<file path="src/rtl/dct_pkg.sv">
// Shared constants and helpers for the 4-point DCT-II datapath.
// The transform coefficients are kept here so every stage agrees on them.
package dct_pkg;

    localparam int C64 = 64;
    localparam int C83 = 83;
    localparam int C36 = 36;

    localparam int COEFF_W = 16;

    typedef logic signed [3:0][COEFF_W-1:0] coeff4_t;

    // Accumulator width: 8 bits of coefficient growth plus one for the odd-part sum.
    function automatic int acc_width(input int in_w);
        return in_w + 9;
    endfunction

endpackage

</file>
<file path="src/rtl/dct4_odd_mult.sv">
// Multiplierless constant products 36*o and 83*o for the odd DCT half.
// Output width W+7 holds 83*o exactly for any W-bit signed o.
module dct4_odd_mult
    import dct_pkg::*;
#(
    parameter int W = 20
) (
    input  logic signed [W-1:0] o,
    output logic signed [W+6:0] p36,
    output logic signed [W+6:0] p83
);

    logic signed [W+6:0] ox;

    assign ox = {{7{o[W-1]}}, o};

    // 36 = 32 + 4 and 83 = 64 + 16 + 2 + 1
    assign p36 = (ox <<< 5) + (ox <<< 2);
    assign p83 = (ox <<< 6) + (ox <<< 4) + (ox <<< 1) + ox;

endmodule

</file>
<file path="src/rtl/dct2_4pt_pipe.sv">
// Three-stage pipelined 4-point DCT-II with valid/ready handshake on both sides.
// Stages: butterfly, constant products, sum/round/clip into the output register.
module dct2_4pt_pipe
    import dct_pkg::*;
#(
    parameter int IN_W  = 19,
    parameter int OUT_W = 16,
    parameter int SHIFT = 1
) (
    input  logic                    clk,
    input  logic                    rst_n,
    input  logic                    in_valid,
    output logic                    in_ready,
    input  logic signed [IN_W-1:0]  x0,
    input  logic signed [IN_W-1:0]  x1,
    input  logic signed [IN_W-1:0]  x2,
    input  logic signed [IN_W-1:0]  x3,
    input  logic                    in_last,
    output logic                    out_valid,
    input  logic                    out_ready,
    output logic signed [OUT_W-1:0] y0,
    output logic signed [OUT_W-1:0] y1,
    output logic signed [OUT_W-1:0] y2,
    output logic signed [OUT_W-1:0] y3,
    output logic                    out_last,
    output logic                    sat_flag,
    input  logic                    sat_clr
);

    localparam int E_W   = IN_W + 1;
    localparam int P_W   = IN_W + 8;
    localparam int ACC_W = acc_width(IN_W);
    localparam int E_SH  = $clog2(C64);

    localparam logic signed [ACC_W:0] BIAS     = (ACC_W+1)'(1 <<< (SHIFT-1));
    localparam logic signed [ACC_W:0] CLIP_MAX = {{(ACC_W-OUT_W+2){1'b0}}, {(OUT_W-1){1'b1}}};
    localparam logic signed [ACC_W:0] CLIP_MIN = ~CLIP_MAX;

    logic en;

    logic                  s1_valid, s1_last;
    logic signed [E_W-1:0] e0_q, e1_q, o0_q, o1_q;
    logic signed [E_W-1:0] x0e, x1e, x2e, x3e;

    logic                  s2_valid, s2_last;
    logic signed [E_W:0]   even_sum, even_dif;
    logic signed [P_W-1:0] p36_0, p83_0, p36_1, p83_1;
    logic signed [P_W-1:0] pe0_q, pe2_q, p36_0_q, p83_0_q, p36_1_q, p83_1_q;

    logic signed [ACC_W-1:0] acc     [4];
    logic signed [ACC_W:0]   biased  [4];
    logic signed [ACC_W:0]   shifted [4];
    logic signed [OUT_W-1:0] clipped [4];
    logic                    sat_any;

    logic signed [OUT_W-1:0] y_q [4];

    // One global advance: the whole pipe stalls only when the output is held.
    assign en       = !out_valid || out_ready;
    assign in_ready = en;

    assign x0e = {x0[IN_W-1], x0};
    assign x1e = {x1[IN_W-1], x1};
    assign x2e = {x2[IN_W-1], x2};
    assign x3e = {x3[IN_W-1], x3};

    assign even_sum = {e0_q[E_W-1], e0_q} + {e1_q[E_W-1], e1_q};
    assign even_dif = {e0_q[E_W-1], e0_q} - {e1_q[E_W-1], e1_q};

    dct4_odd_mult #(.W(E_W)) u_odd0 (
        .o   (o0_q),
        .p36 (p36_0),
        .p83 (p83_0)
    );

    dct4_odd_mult #(.W(E_W)) u_odd1 (
        .o   (o1_q),
        .p36 (p36_1),
        .p83 (p83_1)
    );

    always_comb begin
        acc[0] = {pe0_q[P_W-1], pe0_q};
        acc[1] = {p83_0_q[P_W-1], p83_0_q} + {p36_1_q[P_W-1], p36_1_q};
        acc[2] = {pe2_q[P_W-1], pe2_q};
        acc[3] = {p36_0_q[P_W-1], p36_0_q} - {p83_1_q[P_W-1], p83_1_q};
    end

    // Round half up via bias then arithmetic shift, and saturate to the output range.
    always_comb begin
        sat_any = 1'b0;
        for (int i = 0; i < 4; i++) begin
            biased[i]  = {acc[i][ACC_W-1], acc[i]} + BIAS;
            shifted[i] = biased[i] >>> SHIFT;
            if (shifted[i] > CLIP_MAX) begin
                clipped[i] = CLIP_MAX[OUT_W-1:0];
                sat_any    = 1'b1;
            end else if (shifted[i] < CLIP_MIN) begin
                clipped[i] = CLIP_MIN[OUT_W-1:0];
                sat_any    = 1'b1;
            end else begin
                clipped[i] = shifted[i][OUT_W-1:0];
            end
        end
    end

    always_ff @(posedge clk or negedge rst_n) begin
        if (!rst_n) begin
            s1_valid  <= 1'b0;
            s1_last   <= 1'b0;
            e0_q      <= '0;
            e1_q      <= '0;
            o0_q      <= '0;
            o1_q      <= '0;
            s2_valid  <= 1'b0;
            s2_last   <= 1'b0;
            pe0_q     <= '0;
            pe2_q     <= '0;
            p36_0_q   <= '0;
            p83_0_q   <= '0;
            p36_1_q   <= '0;
            p83_1_q   <= '0;
            out_valid <= 1'b0;
            out_last  <= 1'b0;
            for (int i = 0; i < 4; i++) y_q[i] <= '0;
        end else if (en) begin
            s1_valid  <= in_valid;
            s1_last   <= in_last;
            e0_q      <= x0e + x3e;
            e1_q      <= x1e + x2e;
            o0_q      <= x0e - x3e;
            o1_q      <= x1e - x2e;
            s2_valid  <= s1_valid;
            s2_last   <= s1_last;
            pe0_q     <= {even_sum, {E_SH{1'b0}}};
            pe2_q     <= {even_dif, {E_SH{1'b0}}};
            p36_0_q   <= p36_0;
            p83_0_q   <= p83_0;
            p36_1_q   <= p36_1;
            p83_1_q   <= p83_1;
            out_valid <= s2_valid;
            out_last  <= s2_last;
            for (int i = 0; i < 4; i++) y_q[i] <= clipped[i];
        end
    end

    // Clear wins over a simultaneous new saturation; held data never re-flags.
    always_ff @(posedge clk or negedge rst_n) begin
        if (!rst_n) begin
            sat_flag <= 1'b0;
        end else if (sat_clr) begin
            sat_flag <= 1'b0;
        end else if (en && s2_valid && sat_any) begin
            sat_flag <= 1'b1;
        end
    end

    assign y0 = y_q[0];
    assign y1 = y_q[1];
    assign y2 = y_q[2];
    assign y3 = y_q[3];

endmodule

</file>
<file path="config.mk">
export PLATFORM = sky130hd
export DESIGN_NAME = dct2_4pt_pipe
export DESIGN_NICKNAME = d
export VERILOG_FILES = /design/src/rtl/dct_pkg.sv /design/src/rtl/dct4_odd_mult.sv /design/src/rtl/dct2_4pt_pipe.sv
export SDC_FILE = /design/constraint.sdc
export NUM_CORES = 1
export LEC_CHECK = 0
export CAP_MARGIN = 0
export CORE_MARGIN = 10
export CORE_UTILIZATION = 30
export CTS_CLUSTER_DIAMETER = 100
export DETAILED_ROUTE_END_ITERATION = 12
export GPL_ROUTABILITY_DRIVEN = 0
export HOLD_SLACK_MARGIN = 0.12
export PLACE_DENSITY_LB_ADDON = 0.15
export SETUP_SLACK_MARGIN = 0.05
export SKIP_CTS_REPAIR_TIMING = 1
export SLEW_MARGIN = 20
export SYNTH_ARGS = -nofsm -noshare
export SYNTH_HDL_FRONTEND = slang
export SYNTH_SLANG_ARGS = --single-unit
</file>
<file path="constraint.sdc">
create_clock -name clk -period 3.8 [get_ports clk]
set_input_delay 0.76 -clock clk [delete_from_list [all_inputs] [get_ports clk]]
set_output_delay 0.76 -clock clk [all_outputs]
set_load 0.02 [all_outputs]
</file>
Yosys cells after proc, flatten, opt, wreduce, memory -nomap -nowiden
Cells that the tools add are included.
Word-level totals
  bits of input ports: 82
  logic and storage cells: 72
  flip-flop bits (word level): 299
Cells by class
  mux-type cells: 18
  reduce and logical (&&, ||, !) cells: 5
  $add $sub $neg: 20
  order comparisons: 8
Operator list (number)
  $mux 16: 8
  $add 28x2->29 const B: 2
  $add 27x2->28 const B: 2
  $gt 28x16->1 const B: 2
  $lt 28x16->1 const B: 2
  $add 26x24->27: 2
  $add 27x20->27: 2
  $add 27x21->27: 2
  $gt 27x16->1 const B: 2
  $lt 27x16->1 const B: 2
  $add 25x22->26: 2
  $add 19x19->20: 2
  $sub 19x19->20: 2
  $add 27x26->28: 1
  $sub 26x27->28: 1
  $add 20x20->21: 1
  $sub 20x20->21: 1
  $mux 1: 10
  $logic_and 1x1->1: 2
  $reduce_bool 2->1: 1
  $logic_not 1->1: 1
  $logic_or 1x1->1: 1

Longest topological paths before layout
Gate-level depths: netlist of the first run.
  depth in word-level cells: 13
  mapped depth: 14

Modules after synthesis
Synthesis of the first run repeated with hierarchy kept, for this count alone.
Second synthesis, totals
  cell total of the unflattened synthesis: 3164
  area, all modules: 26028.7 um^2
By module, submodules not included
  dct2_4pt_pipe: times used 1, area each 19690.1 um^2, cells an instance 2380, seq. area each 7257.0 um^2
  dct4_odd_mult at u_odd0: times used 1, area each 3256.9 um^2, cells an instance 403, seq. area each 0.0 um^2
  dct4_odd_mult at u_odd1: times used 1, area each 3081.7 um^2, cells an instance 381, seq. area each 0.0 um^2

Worst setup path after synthesis of the first run
OpenSTA, ideal clock, no wires.
  path type: register to register
  start: register o0_q[4]
  end: register p83_0_q[25]
  period minus slack after synthesis: 3.933 ns
  slack: -0.133 ns
  stages on the path, launching flop included: 14
  arrival: 3.800 ns
  cell sequence: dfrtp_1 > fa_1 > fa_1 > ha_1 > o21a_1 > o21a_1 > and3_1 > a2111oi_0 > o41a_1 > o31ai_1 > o21a_1 > a21oi_1 > xor2_1 > o21ai_0
Between the ends
  longest elaborated chain between the ends: 3
RTL lines
  start: declaration: line dct2_4pt_pipe.sv:42  | logic signed [E_W-1:0] e0_q, e1_q, o0_q, o1_q;
  start signal: assignment: line dct2_4pt_pipe.sv:131  | o0_q <= x0e - x3e;
  $add 26x24->27: line dct4_odd_mult.sv:19  | assign p83 = (ox <<< 6) + (ox <<< 4) + (ox <<< 1) + ox;
  $add 27x21->27: line dct4_odd_mult.sv:19
  $add 27x20->27 (*): line dct4_odd_mult.sv:19
  end signal: assignment: line dct2_4pt_pipe.sv:138  | p83_0_q <= p83_0;
  end: declaration: line dct2_4pt_pipe.sv:48  | logic signed [P_W-1:0] pe0_q, pe2_q, p36_0_q, p83_0_q, p36_1_q, p83_1_q;
Mark *: on every way between the ends. The rest lies on a longest branch, timed or not.
A chain may end at the register's enable or synchronous reset.

Worst setup path after layout of the first run
  start: register p36_0_q[14]
  end: register sat_flag
Between the ends
  longest elaborated chain between the ends: 7
  elaborated cells between the ends (all ways): 8
  classes of those cells: 2 x add/sub; 2 x order compare; 2 x mux; 2 x reduce/logical
RTL lines
  start: declaration: line dct2_4pt_pipe.sv:48
  start signal: assignment: line dct2_4pt_pipe.sv:137  | p36_0_q <= p36_0;
  $sub 26x27->28 (*): line dct2_4pt_pipe.sv:86  | acc[3] = {p36_0_q[P_W-1], p36_0_q} - {p83_1_q[P_W-1], p83_1_q};
  $add 28x2->29 (*): line dct2_4pt_pipe.sv:93  | biased[i] = {acc[i][ACC_W-1], acc[i]} + BIAS;
  $lt 28x16->1: line dct2_4pt_pipe.sv:98  | end else if (shifted[i] < CLIP_MIN) begin
  $mux 1: line dct2_4pt_pipe.sv:98
  $mux 1 (*): line dct2_4pt_pipe.sv:95  | if (shifted[i] > CLIP_MAX) begin
  $logic_and 1x1->1 (*): line dct2_4pt_pipe.sv:153  | end else if (en && s2_valid && sat_any) begin
  $reduce_bool 2->1 (no source line) (*)
  end signal: assignment: line dct2_4pt_pipe.sv:150  | sat_flag <= 1'b0;
  end signal: assignment: line dct2_4pt_pipe.sv:152  | sat_flag <= 1'b0;
  end signal: assignment: line dct2_4pt_pipe.sv:154  | sat_flag <= 1'b1;
  end: declaration: line dct2_4pt_pipe.sv:26  | output logic sat_flag,
Marks and branches as above.

==> results of run 1 <==
-- cell families (layout without fill, tap and decap cells) --
group	Yosys count	count (layout)
buffers and inverters	298	600
and+or+nand+nor	886	886
AOI/OAI and AO/OA	822	822
muxes	12	12
xor gates and xnor gates	173	173
DFF	282	282
adders and majority gates	348	348
-- worst max-delay path, delay by kind of cell (launching register included) --
kind	cells	cell delay, ps
flip-flops	1	430
AND/OR/NAND/NOR	3	1180
multiplexers	1	210
AO/OA/AOI/OAI	6	1410
buffers and inverters	1	130
adder cells (fa/ha/maj)	1	330
-- worst min path at each step --
stage | to | slack (ps) | cells after the start
2_1_floorplan | s1_last$_DFFE_PN0N_ | 440 | 2
3_3_place_gp | out_last$_DFFE_PN0N_ | 450 | 2
3_5_place_dp | out_last$_DFFE_PN0N_ | 460 | 2
4_1_cts | e0_q[5]$_DFFE_PN0N_ | 160 | 1
5_1_grt | e0_q[5]$_DFFE_PN0N_ | 160 | 1
6_report | e0_q[5]$_DFFE_PN0N_ | 130 | 1
-- layer usage --
layer	GRT usage, %	wire, um	vias up
met5	0	0	-
met4	4.82	2170	0
met3	1.86	2280	82
met2	28.4	38200	306
met1	21.0	34300	10268
li1	-	-	10517
-- final cells by class --
type	instances	area [um^2]	area share, %
clock buffers	51	1080	3.59
clock inverters	14	179	0.596
flip-flops and latches	282	7070	23.5
multi-input cells	2241	16600	55.2
repair buffers	356	3140	10.5
inverters	179	679	2.26
well taps	1050	1310	4.37
-- registers in the layout, summed over array words and instances (netlist names), 20 cells and up --
name,count
e1_q,20
p83_0_q,27
pe0_q,21
p36_1_q,23
p83_1_q,27
e0_q,20
pe2_q,20
p36_0_q,23
-- cells in the final DEF, fill, tap and decap left out, types with 62 or more instances in the layout --
master,n
sky130_fd_sc_hd__inv_1,175
sky130_fd_sc_hd__clkdlybuf4s50_1,148
sky130_fd_sc_hd__buf_4,192
sky130_fd_sc_hd__xnor2_1,109
sky130_fd_sc_hd__a21oi_1,240
sky130_fd_sc_hd__xor2_1,62
sky130_fd_sc_hd__nor3_1,65
sky130_fd_sc_hd__fa_1,68
sky130_fd_sc_hd__o21ai_0,198
sky130_fd_sc_hd__nand2_1,297
sky130_fd_sc_hd__nor2_1,237
sky130_fd_sc_hd__dfrtp_1,268
sky130_fd_sc_hd__ha_1,256
-- per-stage QoR --
| step | util, % | area [um^2] | instances | hold slack (ps) |
|---|---|---|---|---|
| after CTS | 36.7 | 29100 | 4143 | 158 |
| after global placement | 35.1 | 27800 | 4078 | 452 |
| final | 37.8 | 30000 | 4173 | 127 |
| after global routing | 37.8 | 30000 | 4173 | 162 |
| after floorplan | - | 24100 | 2821 | 439 |
| after detailed placement | 35.1 | 27800 | 4078 | 456 |
==> impl_results.html, run 1 <==
<table>
<tr><th>Metric</th><th>Value</th></tr>
<tr><th colspan="2">Die</th></tr>
<tr><td>Vertical extent of the die</td><td>between 300 and 400 um</td></tr>
<tr><td>Initial Util</td><td>approximately 30%</td></tr>
<tr><td>Top Ports</td><td>150</td></tr>
<tr><td>Die area</td><td>between 90000 and 100000 um^2</td></tr>
<tr><td>Number of placement rows</td><td>103</td></tr>
<tr><td>Core region area</td><td>roughly 79000 um^2</td></tr>
<tr><td>Die boundary width</td><td>~300 um</td></tr>
<tr><th colspan="2">Min path</th></tr>
<tr><td>Type of the tightest min-delay check</td><td>primary input to asynchronous set/reset pin</td></tr>
<tr><th colspan="2">Logic synthesis</th></tr>
<tr><td>Synth area leaders</td><td>sky130_fd_sc_hd__dfrtp_1, sky130_fd_sc_hd__ha_1, sky130_fd_sc_hd__fa_1</td></tr>
<tr><td>Number of synthesized register bits</td><td>between 200 and 300</td></tr>
<tr><td>XOR/XNOR share of the synthesized area</td><td>under 10%</td></tr>
<tr><td>Share of synthesized cell area in full adder, half adder and majority cells</td><td>about a fifth</td></tr>
<tr><td>Proportion of synthesized chip area in sequential cells</td><td>about 29%</td></tr>
<tr><td>Top cell types by occurrence after synthesis</td><td>sky130_fd_sc_hd__nand2_1, sky130_fd_sc_hd__dfrtp_1, sky130_fd_sc_hd__ha_1</td></tr>
<tr><td>Main combinational cell family by area after synthesis</td><td>compound AO/OA/AOI/OAI gates</td></tr>
<tr><td>Average instance area after synthesis</td><td>roughly 8.5 um^2</td></tr>
<tr><td>Leading cell type by number of instances after synthesis</td><td>sky130_fd_sc_hd__nand2_1</td></tr>
<tr><td>Post-synthesis instance area</td><td>between 20000 and 25000 um^2</td></tr>
<tr><td>Top_reg_cell synth</td><td>sky130_fd_sc_hd__dfrtp_1</td></tr>
<tr><td>Synthesized-area fraction occupied by ao, oa, aoi and oai cells</td><td>a little over a fifth</td></tr>
<tr><td>Library cells used by synthesis</td><td>80</td></tr>
<tr><td>Share of flip-flops with an asynchronous set or reset after synthesis</td><td>100%</td></tr>
<tr><td>Fraction of synthesized cell area taken by the top area cell type</td><td>29.3%</td></tr>
<tr><td>Number of flops mapped to enable cells by yosys</td><td>0</td></tr>
<tr><td>Post-synth net total</td><td>~3300</td></tr>
<tr><td>Multiplexer share of the synthesized area</td><td>0.535%</td></tr>
<tr><td>Post-synthesis cell count</td><td>roughly 2800</td></tr>
<tr><td>Cell taking the most area after synthesis</td><td>sky130_fd_sc_hd__dfrtp_1</td></tr>
<tr><td>Synth Warn #</td><td>0</td></tr>
<tr><td>Post-synthesis share of cell area spent on and, or, nand and nor gates</td><td>between 15 and 20%</td></tr>
<tr><th colspan="2">Clock network</th></tr>
<tr><td>CTS Buf Count</td><td>37</td></tr>
<tr><td>CTS tree</td><td>yes</td></tr>
<tr><td>CTS sink count</td><td>around 280</td></tr>
<tr><td>Clock Tree Root</td><td>sky130_fd_sc_hd__clkbuf_16</td></tr>
<tr><td>CTS Buffer Depth</td><td>3</td></tr>
<tr><td>Clock slew seen by the registers of the worst setup and hold paths</td><td>about 60 ps</td></tr>
<tr><td>Clock latency at the later pin of the worst-skew pair</td><td>approximately 580 ps</td></tr>
<tr><td>CTS HTree Levels</td><td>2</td></tr>
<tr><th colspan="2">Timing</th></tr>
<tr><td>Setup WS post-layout</td><td>-22.4 ps</td></tr>
<tr><td>Sum of negative setup slack</td><td>-50.1 ps</td></tr>
<tr><td>Number of hold violations in the final report</td><td>0</td></tr>
<tr><td>Worst-margin pin slew</td><td>about 1200 ps</td></tr>
<tr><td>Fmax</td><td>~260 MHz</td></tr>
<tr><td>Fin crit share</td><td>101%</td></tr>
<tr><td>Minimum period implied by the final worst setup slack</td><td>between 3000 and 4000 ps</td></tr>
<tr><td>Unrepaired setup endpoints after global routing</td><td>true</td></tr>
<tr><td>Number of setup violations in the final report</td><td>3</td></tr>
<tr><td>Worst clock skew on the final layout</td><td>~30 ps</td></tr>
<tr><td>Worst slew margin relative to its limit</td><td>20.6%</td></tr>
<tr><td>Final Slew Violations</td><td>0</td></tr>
<tr><th colspan="2">Critical path</th></tr>
<tr><td>Dominant cell type by count on the critical path</td><td>sky130_fd_sc_hd__a21o_1</td></tr>
<tr><td>Capture point of the worst reg-to-reg path</td><td>sat_flag$_DFFE_PN0P_</td></tr>
<tr><td>Library cell contributing the largest single delay on the critical path</td><td>sky130_fd_sc_hd__or4b_4</td></tr>
<tr><td>Beginning of the worst register-to-register path</td><td>p36_0_q[14]$_DFFE_PN0N_</td></tr>
<tr><td>FF-to-FF path depth</td><td>12</td></tr>
<tr><td>Worst EP arrival</td><td>between 4000 and 5000 ps</td></tr>
<tr><td>Critical path cell sequence</td><td>ha_1 -&gt; a21o_1 -&gt; a21o_1 -&gt; or2_2 -&gt; o41a_1 -&gt; o311ai_2 -&gt; o2111ai_2 -&gt; nor4b_2 -&gt; or4b_4 -&gt; mux2i_4 -&gt; buf_6 -&gt; a311oi_1</td></tr>
<tr><td>Classification of the worst setup path</td><td>register to register</td></tr>
<tr><td>Setup slack of the worst register-to-register path</td><td>-20 ps</td></tr>
<tr><td>Startpoint type of the worst setup path</td><td>register</td></tr>
<tr><td>Max Fanout on Critical Path</td><td>5</td></tr>
<tr><td>Endpoint of the worst setup timing path</td><td>sat_flag$_DFFE_PN0P_</td></tr>
<tr><td>Worst setup path startpoint</td><td>p36_0_q[14]$_DFFE_PN0N_</td></tr>
<tr><td>Biggest cell delay along the critical path</td><td>540 ps</td></tr>
<tr><td>Critical Path Sink Type</td><td>register</td></tr>
<tr><td>Data required time of the critical path</td><td>approximately 4200 ps</td></tr>
<tr><th colspan="2">Routing</th></tr>
<tr><td>Detail-routed net length per standard cell</td><td>18.4 um</td></tr>
<tr><td>Average vias per placed instance</td><td>5.07</td></tr>
<tr><td>Post-detailed-routing wire length</td><td>approximately 77000 um</td></tr>
<tr><td>Drt pass-1 iters</td><td>5</td></tr>
<tr><td>Detail Route Antenna Nets</td><td>0</td></tr>
<tr><td>Final routed DRC violation total</td><td>0</td></tr>
<tr><td>Detailed router's first-iteration violation count</td><td>approximately 1100</td></tr>
<tr><td>Vias post-DR</td><td>approximately 21000</td></tr>
<tr><th colspan="2">Run status</th></tr>
<tr><td>Status</td><td>finished, violations left</td></tr>
<tr><td>Failing checks</td><td>setup timing</td></tr>
<tr><th colspan="2">Global routing</th></tr>
<tr><td>Total congestion overflow after global routing</td><td>0</td></tr>
<tr><td>Maximum number of pins on one net before global-route repair</td><td>between 150 and 200</td></tr>
<tr><td>Antenna violations before repair</td><td>0</td></tr>
<tr><td>Total routing usage reported by global routing</td><td>16.3%</td></tr>
<tr><td>Number of global-route vias before repair</td><td>between 20000 and 25000</td></tr>
<tr><td>Global-route wire length before repair</td><td>between 100000 and 150000 um</td></tr>
<tr><th colspan="2">Placed design</th></tr>
<tr><td>Hpwl dp</td><td>60400 um</td></tr>
<tr><td>Count of port buffers added during placement</td><td>approximately 150</td></tr>
<tr><td>Post-Place Setup Slack</td><td>-492 ps</td></tr>
<tr><th colspan="2">Job</th></tr>
<tr><td>Max-cap violations</td><td>0</td></tr>
<tr><th colspan="2">Final layout</th></tr>
<tr><td>Number of filler cells placed in the layout</td><td>about 8100</td></tr>
<tr><td>Antenna Cells</td><td>0</td></tr>
<tr><td>Share of final-layout standard cells stronger than drive strength 1</td><td>a little over an eighth</td></tr>
<tr><td>Synth-to-layout area growth</td><td>24.6%</td></tr>
<tr><td>Final layout net count</td><td>3527</td></tr>
</table>
Power of run 1 is not shown: default switching activity piles up to over one toggle a cycle in this logic, so the estimate is an artifact.
==> run 2: changes to the inputs <==
--- a/config.mk
+++ b/config.mk
@@ -15,6 +15,7 @@
 export PLACE_DENSITY_LB_ADDON = 0.15
 export SETUP_SLACK_MARGIN = 0.05
 export SKIP_CTS_REPAIR_TIMING = 1
+export SKIP_LAST_GASP = 1
 export SLEW_MARGIN = 20
 export SYNTH_ARGS = -nofsm -noshare
 export SYNTH_HDL_FRONTEND = slang
==> impl_results.html, run 2 (synthesis results as in run 1) <==
<table>
<tr><th>Metric</th><th>Value</th></tr>
<tr><th colspan="2">Run status</th></tr>
<tr><td>Status</td><td>finished, violations left</td></tr>
<tr><td>Failing checks</td><td>setup timing</td></tr>
<tr><th colspan="2">Routing</th></tr>
<tr><td>Detail-routed net length per standard cell</td><td>18.4 um (-0.17%)</td></tr>
<tr><td>Drt pass-1 iters</td><td>5 (unchanged)</td></tr>
<tr><td>Detail Route Antenna Nets</td><td>0 (unchanged)</td></tr>
<tr><td>Average vias per placed instance</td><td>5.07 (about the same)</td></tr>
<tr><td>Post-detailed-routing wire length</td><td>76800 um (-0.17%)</td></tr>
<tr><td>Vias post-DR</td><td>21154 (-0.090%)</td></tr>
<tr><td>Detailed router's first-iteration violation count</td><td>1137 (+7.4%)</td></tr>
<tr><td>Final routed DRC violation total</td><td>0 (unchanged)</td></tr>
<tr><th colspan="2">Critical path</th></tr>
<tr><td>Classification of the worst setup path</td><td>register to register</td></tr>
<tr><td>Dominant cell type by count on the critical path</td><td>sky130_fd_sc_hd__a21o_1</td></tr>
<tr><td>Data required time of the critical path</td><td>4230 ps (about the same)</td></tr>
<tr><td>Critical Path Sink Type</td><td>register</td></tr>
<tr><td>Critical path cell sequence</td><td>ha_1 -&gt; a21o_1 -&gt; a21o_1 -&gt; or2_2 -&gt; o41a_1 -&gt; o311ai_2 -&gt; o2111ai_2 -&gt; nor4b_2 -&gt; or4b_4 -&gt; mux2i_4 -&gt; buf_6 -&gt; a311oi_1</td></tr>
<tr><td>Biggest cell delay along the critical path</td><td>540 ps (about the same)</td></tr>
<tr><td>FF-to-FF path depth</td><td>12 (unchanged)</td></tr>
<tr><td>Capture point of the worst reg-to-reg path</td><td>sat_flag$_DFFE_PN0P_</td></tr>
<tr><td>Worst EP arrival</td><td>4250 ps (about the same)</td></tr>
<tr><td>Max Fanout on Critical Path</td><td>5 (unchanged)</td></tr>
<tr><td>Setup slack of the worst register-to-register path</td><td>-20 ps (about the same)</td></tr>
<tr><td>Beginning of the worst register-to-register path</td><td>p36_0_q[14]$_DFFE_PN0N_</td></tr>
<tr><td>Startpoint type of the worst setup path</td><td>register</td></tr>
<tr><td>Library cell contributing the largest single delay on the critical path</td><td>sky130_fd_sc_hd__or4b_4</td></tr>
<tr><th colspan="2">Clock network</th></tr>
<tr><td>CTS sink count</td><td>282 (unchanged)</td></tr>
<tr><td>Clock slew seen by the registers of the worst setup and hold paths</td><td>60 ps (about the same)</td></tr>
<tr><td>Clock latency at the later pin of the worst-skew pair</td><td>580 ps (about the same)</td></tr>
<tr><td>CTS tree</td><td>yes</td></tr>
<tr><td>CTS Buf Count</td><td>37 (unchanged)</td></tr>
<tr><td>Clock Tree Root</td><td>sky130_fd_sc_hd__clkbuf_16</td></tr>
<tr><td>CTS HTree Levels</td><td>2 (unchanged)</td></tr>
<tr><td>CTS Buffer Depth</td><td>3 (unchanged)</td></tr>
<tr><th colspan="2">Global routing</th></tr>
<tr><td>Total routing usage reported by global routing</td><td>16.3% (unchanged)</td></tr>
<tr><td>Maximum number of pins on one net before global-route repair</td><td>189 (unchanged)</td></tr>
<tr><td>Number of global-route vias before repair</td><td>21048 (unchanged)</td></tr>
<tr><td>Antenna violations before repair</td><td>0 (unchanged)</td></tr>
<tr><td>Global-route wire length before repair</td><td>120000 um (unchanged)</td></tr>
<tr><td>Total congestion overflow after global routing</td><td>0 (unchanged)</td></tr>
<tr><th colspan="2">Timing</th></tr>
<tr><td>Final Slew Violations</td><td>0 (unchanged)</td></tr>
<tr><td>Minimum period implied by the final worst setup slack</td><td>3820 ps (-1.60 ps)</td></tr>
<tr><td>Worst slew margin relative to its limit</td><td>21.3% (+0.75 points)</td></tr>
<tr><td>Worst clock skew on the final layout</td><td>28.5 ps (-1.64 ps)</td></tr>
<tr><td>Worst-margin pin slew</td><td>1170 ps (-11.1 ps)</td></tr>
<tr><td>Fmax</td><td>262 MHz (about the same)</td></tr>
<tr><td>Number of setup violations in the final report</td><td>3 (unchanged)</td></tr>
<tr><td>Setup WS post-layout</td><td>-20.8 ps (+1.60 ps)</td></tr>
<tr><td>Fin crit share</td><td>101% (about the same)</td></tr>
<tr><td>Number of hold violations in the final report</td><td>0 (unchanged)</td></tr>
<tr><td>Unrepaired setup endpoints after global routing</td><td>true</td></tr>
<tr><th colspan="2">Placed design</th></tr>
<tr><td>Count of port buffers added during placement</td><td>149 (unchanged)</td></tr>
<tr><td>Hpwl dp</td><td>60400 um (unchanged)</td></tr>
<tr><td>Instance area at placement</td><td>27800 um^2 (unchanged)</td></tr>
<tr><th colspan="2">Die</th></tr>
<tr><td>Die boundary width</td><td>303 um (unchanged)</td></tr>
<tr><td>Number of placement rows</td><td>103 (unchanged)</td></tr>
<tr><td>Core region area</td><td>79400 um^2 (unchanged)</td></tr>
<tr><td>Die area</td><td>92100 um^2 (unchanged)</td></tr>
<tr><td>Initial Util</td><td>30.4% (unchanged)</td></tr>
<tr><td>Vertical extent of the die</td><td>303 um (unchanged)</td></tr>
<tr><td>Top Ports</td><td>150 (unchanged)</td></tr>
<tr><th colspan="2">Final layout</th></tr>
<tr><td>Largest registers ranked by flip-flop count</td><td>p83_0_q: 27 flops, p83_1_q: 27 flops</td></tr>
<tr><td>Most frequent cells in the layout</td><td>sky130_fd_sc_hd__nand2_1, sky130_fd_sc_hd__dfrtp_1, sky130_fd_sc_hd__ha_1</td></tr>
<tr><td>Most common cell after layout, fill and taps aside</td><td>sky130_fd_sc_hd__nand2_1</td></tr>
<tr><td>Share of final-layout standard cells stronger than drive strength 1</td><td>13.2% (-0.19 points)</td></tr>
<tr><td>Antenna Cells</td><td>0 (unchanged)</td></tr>
<tr><td>Design Area, Final</td><td>30000 um^2 (-0.14%)</td></tr>
<tr><td>Final layout net count</td><td>3527 (unchanged)</td></tr>
<tr><td>Synth-to-layout area growth</td><td>24.4%</td></tr>
<tr><th colspan="2">Job</th></tr>
<tr><td>Max-cap violations</td><td>0 (unchanged)</td></tr>
<tr><th colspan="2">Min path</th></tr>
<tr><td>Type of the tightest min-delay check</td><td>primary input to asynchronous set/reset pin</td></tr>
</table>
[run 2: layer usage]
metal	global-route usage [%]	part of all wire, %	wire, um
met3	1.86	3.0	2270
met4	4.82	2.9	2240
met2	28.4	49	37900
met1	21.0	45	34400
met5	0	0	0
[run 2: final cells by class]
class	instances	area, um^2
fill	8146	49400
multi-input combinational	2241	16500
sequential	282	7070
timing repair buffer	356	3140
tap	1050	1310
clock buffer	51	1080
inverter	179	679
clock inverter	14	179
[run 2: critical path, delay by kind of cell, from the launching register on]
| family | cells | cell delay [ps] |
|---|---|---|
| buffers and inverters | 1 | 130 |
| AOI/OAI and AO/OA | 6 | 1400 |
| DFF | 1 | 430 |
| muxes | 1 | 210 |
| and+or+nand+nor | 3 | 1180 |
| adders and majority gates | 1 | 330 |
[run 2: worst max-delay path by stage]
stage	cells past startpoint	slack, ps	end	startpoint
floorplan	13	60	p83_0_q[25]$_DFFE_PN0N_	e0_q[0]$_DFFE_PN0N_
finish	12	-20	sat_flag$_DFFE_PN0P_	p36_0_q[14]$_DFFE_PN0N_
detailed placement	14	-490	e1_q[18]$_DFFE_PN0N_	x2[0]
CTS	12	-460	y3[1]$_DFFE_PN0N_	p36_0_q[5]$_DFFE_PN0N_
global route	14	-180	p83_0_q[25]$_DFFE_PN0N_	o0_q[3]$_DFFE_PN0N_
global placement	14	-490	e1_q[18]$_DFFE_PN0N_	x1[0]
[run 2: through the flow]
step	instances	utilization [%]	TNS, ps	setup slack [ps]	hold slack (ps)
floorplan	2821	-	0	63.6	439
global placement	4078	35.1	-5540	-487	452
detailed placement	4078	35.1	-7690	-492	456
CTS	4143	36.7	-5290	-462	158
global route	4173	37.8	-1090	-176	162
finish	4173	37.8	-55.1	-20.8	129
Power of run 2 is left out for the same reason.
==> RTL edit 1 (flow settings as in run 2) <==
Set the parameter `OUT_W` to 18 (it was 16).
--- a/src/rtl/dct2_4pt_pipe.sv
+++ b/src/rtl/dct2_4pt_pipe.sv
@@ -4,7 +4,7 @@
     import dct_pkg::*;
 #(
     parameter int IN_W  = 19,
-    parameter int OUT_W = 16,
+    parameter int OUT_W = 18,
     parameter int SHIFT = 1
 ) (
     input  logic                    clk,
Interface: changed (resized y0, y1, y2 and y3); port bits go from 150 to 158. No check against the original RTL was run, so the function may have changed too.
==> RTL edit 1 against run 2 <==
The run still ends with setup timing left; synthesized area shrank 0.26%; sequential share of layout area grew 0.68 points; highest routed layer unchanged; via count shrank 0.74%; final cell count is essentially flat; sequential cell count grew 8; synthesized cell count shrank 0.64%; worst hold slack gained 0.037 ns; setup slack lost 0.046 ns; critical endpoint is now p83_1_q[20]; routed wire length shrank 1.6%; critical path depth grew 1; design area is essentially flat.
Power is left out: the tool's default activity adds up to more than one toggle a clock period on the data nets, which glitch-free logic cannot reach.
==> RTL edit 1: results (changes against run 2) <==
[outcome]
status = complete, but fails checks
violations = setup timing

[placement]
placed_area_um2 = 28100  ; +0.74%
hpwlAfterDp_um = 60300  ; -0.24%

[worst_setup_path]
setup.worst_path.end = p83_1_q[20]
startpoint = o1_q[7]
cpPeakStageDelay_ns = 0.56  ; +0.02 ns
reg2regPathDepth = 13  ; +1
arrival_ns = 4.29  ; +0.04 ns
path_max_fanout = 3  ; -2

[global_route]
grt_usage_pct = 16.0  ; -0.34 points
grtUsageMet1_pct = 20.9  ; -0.11 points
grt_max_degree = 115  ; -39%
grt_pass1_wl_um = 118000  ; -1.5%

[layout]
drive_above_1_share_pct = 12.4  ; -0.82 points
nets = 3521  ; -0.17%

[synthesis]
synthAdderAreaFrac_pct = 20.4  ; +0.054 points
ys_types = 82  ; +2.5%
yosys-top-cells-area = dfrtp_1 30%, ha_1 14%, fa_1 6.2%, a21oi_1 5.6%, nand2_1 4.8%
synth_mux_area_share_pct = 0.0937  ; -0.44 points
synth_compound_area_share_pct = 20.9  ; -0.46 points
synthTopCellsByCount = 305 x nand2_1, 290 x dfrtp_1, 273 x ha_1

[drt]
vias = 21000  ; -0.74%
drtIter0Drc = 1011  ; -11%
wl_met3_um = 2380  ; +5.0%
wl_met1_um = 34700  ; +1.0%
met2_length_um = 36500  ; -3.7%
wirelength_um = 75600  ; -1.6%

[timing]
final-setup-viol-count = 2  ; -1
fin_ws_ns = -0.0666  ; -0.0458 ns
slew-limit-headroom_pct = 32.2  ; +11 points
skew_ns = 0.0246  ; -0.00389 ns
setup_tns_ns = -0.0860  ; -0.0309 ns

[cts]
clock_latency_ns = 0.56  ; -0.02 ns
cts_made_buffers = 38  ; +2.7%

## RTL edit 1: cell types whose count changed after synthesis, sizes merged, moves of 9 or more
cell,run 2,this run
nand3,49,78
o31ai,38,16
nor2,237,258
a21oi,253,268
inv,179,166
xnor2,111,122
o21ai,228,218
nand2,298,307
o211ai,25,16
o21a,30,21
## RTL edit 1: cell type report
| class | count | area (µm²) |
|---|---|---|
| Clock buffer | 54 | 1120 |
| Clock inverter | 15 | 238 |
| Fill cell | 8066 | 49300 |
| Inverter | 166 | 631 |
| Multi-Input combinational cell | 2231 | 16100 |
| Sequential cell | 290 | 7270 |
| Tap cell | 1050 | 1310 |
| Timing Repair Buffer | 364 | 3250 |
## RTL edit 1: metrics by stage
stage / setup WS (ns) / hold WS [ns] / std cells
floorplan: 0.00863 / 0.438 / 2803
global placement: -0.428 / 0.449 / 4088
detailed placement: -0.447 / 0.460 / 4088
CTS: -0.471 / 0.174 / 4157
global route: -0.210 / 0.201 / 4170
finish: -0.0666 / 0.166 / 4170
==> RTL edit 2 (settings of run 2) <==
Without the edit above. Reset style: synchronous (`rst_n`), changed in 2 clocked blocks.
--- a/src/rtl/dct2_4pt_pipe.sv
+++ b/src/rtl/dct2_4pt_pipe.sv
@@ -104,7 +104,7 @@
         end
     end
 
-    always_ff @(posedge clk or negedge rst_n) begin
+    always_ff @(posedge clk) begin
         if (!rst_n) begin
             s1_valid  <= 1'b0;
             s1_last   <= 1'b0;
@@ -145,7 +145,7 @@
     end
 
     // Clear wins over a simultaneous new saturation; held data never re-flags.
-    always_ff @(posedge clk or negedge rst_n) begin
+    always_ff @(posedge clk) begin
         if (!rst_n) begin
             sat_flag <= 1'b0;
         end else if (sat_clr) begin
Formal check against the unedited RTL: not equivalent (a bounded check fails within 4 cycles, from zero or initial values and one cycle with rst_n low; the reset may be asserted at any time).
==> RTL edit 2 against run 2 <==
Synthesized area is 3.2% lower; first-iteration DRC count is 9.0% higher; sequential cell count stayed put; critical endpoint is now p83_0_q[25]; sequential share of layout area is 2.2 points lower; setup slack better by 0.12 ns; final cell count is 0.79% higher; design area is 2.7% lower; non-clock buffer count is 28 higher; global-route usage is 0.28 points lower; routed wire length is 2.4% lower; largest cell class unchanged; highest routed layer unchanged.
==> RTL edit 2: results (changes against run 2) <==
[cts]
cts_made_buffers = 35  ; -5.4%
cts-root-buf = clkbuf_16

[placement]
hpwlAfterDp_um = 59600  ; -1.3%
dp_slack_ns = -0.255  ; +0.238 ns
io_buffers = 149  ; unchanged

[synthesis]
ys.flop_type = dfxtp_1
yosys-top-cells-area = dfxtp_1 19%, ha_1 15%, edfxtp_1 7.2%, fa_1 6.4%, a21oi_1 5.7%
synth-async-reset-ratio_pct = 0  ; -100 points
synthTopCellsByCount = 293 x nand2_1, 293 x nor2_1, 273 x ha_1
ys_types = 89  ; +11%
ys_seq_area_share_pct = 26.6  ; -2.7 points
synth-edff-count = 56  ; +56
synth_nets = 3271  ; +0.62%

[global_route]
first_global_vias = 20600  ; -2.0%
grt_max_degree = 150  ; -21%
grt_pass1_wl_um = 116000  ; -3.2%
grt_usage_pct = 16.1  ; -0.28 points

[drt]
first_pass_iters = 5  ; unchanged
viasPerCell = 5.02  ; -0.98%
drtIter0Drc = 1239  ; +9.0%
wirelength_um = 75000  ; -2.4%

[power_and_ir_drop]
swShare_pct = 41.6
vdd_drop_max_uv = 345

[worst_hold_path]
hp-class = flip-flop to flip-flop

[worst_setup_path]
cpPeakStageDelay_ns = 0.60  ; +0.06 ns
arrival_ns = 4.16  ; -0.09 ns
critPathSlowestCell = fa_1
cpLargestDelayFamily = compound AO/OA/AOI/OAI gates
reg2regPathDepth = 15  ; +3
r2r_setup_slack_ns = 0.1  ; +0.12 ns

[layout]
reg_top3 = y_q (56), p83_0_q (27), p83_1_q (27)
fill_cells = 7981  ; -2.0%
drive_above_1_share_pct = 13.4  ; +0.20 points
nets = 3570  ; +1.2%

[timing]
fin_crit_sh_pct = 97.4  ; -3.1 points
skew_ns = 0.0355  ; +0.00694 ns
hold_ws_ns = 0.451  ; +0.322 ns
worst_slew_pin_slew_ns = 0.951  ; -0.221 ns

[outcome]
status = finished, final reports clean

RTL edit 2: changes by cell type in the layout (fill, tap and decap cells not counted), moves of 15 or more:
cell,before,now
o21ai_0,199,143
nand2b_1,43,25
buf_4,193,229
nor2_1,237,290
dfxtp_1,0,213
a211oi_1,23,64
nor3b_1,22,7
edfxtp_1,0,56
dfrtp_1,268,0
nor2b_1,24,45
o31ai_1,33,12
RTL edit 2: final cells by class:
class	count	area, µm²	share of cell area [%]
Multi-Input combinational cell	2271	16500	56.4
Sequential cell	282	6230	21.3
Timing Repair Buffer	384	3320	11.4
Tap cell	1040	1300	4.46
Clock buffer	47	992	3.40
Inverter	166	632	2.16
Clock inverter	16	249	0.853
RTL edit 2: cell families after synthesis:
family          share of synthesized area, %
compound gates                          21.6
simple gates                            18.8
xor+xnor                                6.79
mux                                    0.273
fa+ha+maj                               21.1
buf+inv                                 4.89
flops                                   26.6
RTL edit 2: power by group through the flow:
stage | Sequential, mW | Combinational [mW] | Clock, mW
after floorplan | 4.54 | 6.37 | 0
after global placement | 4.37 | 9.97 | 0
after detailed placement | 4.38 | 10.0 | 0
after CTS | 4.32 | 10.1 | 3.68
after global routing | 4.40 | 11.8 | 3.80
final | 4.31 | 10.6 | 3.57
RTL edit 2: per-layer routing:
layer  vias to the layer above  GRT usage (%)  part of all wire [%]
met1                      9917           21.3                    47
met4                         0           6.38                   4.1
met3                        95           2.43                   4.2
met5                         -              0                     0
li1                      10700              -                     -
met2                       424           25.9                    45
RTL edit 2: path summary, 6_finish.rpt:
check | endpoint | from
max | p83_0_q[25] | o0_q[2]
min reg2reg | s1_valid | s1_valid
min | s1_valid | s1_valid
max reg2reg | p83_0_q[25] | o0_q[2]
RTL edit 2: tightest hold or removal path: stages, from the launching register on:
cell     delay (ns)
dfxtp_1        0.31
nand2_1        0.05
a21oi_1        0.05
RTL edit 2: per-stage QoR:
stage          cell area [µm²]  util [%]  instances  total power, mW  setup TNS (ns)
2_1_floorplan            23400         -       2841             10.9               0
3_3_place_gp             27400      35.4       4130             14.3           -4.46
3_5_place_dp             27400      35.4       4130             14.4           -7.19
4_1_cts                  28600      37.0       4193             18.1           -6.15
5_1_grt                  29200      37.8       4206             20.0         -0.0186
6_report                 29200      37.8       4206             18.5               0
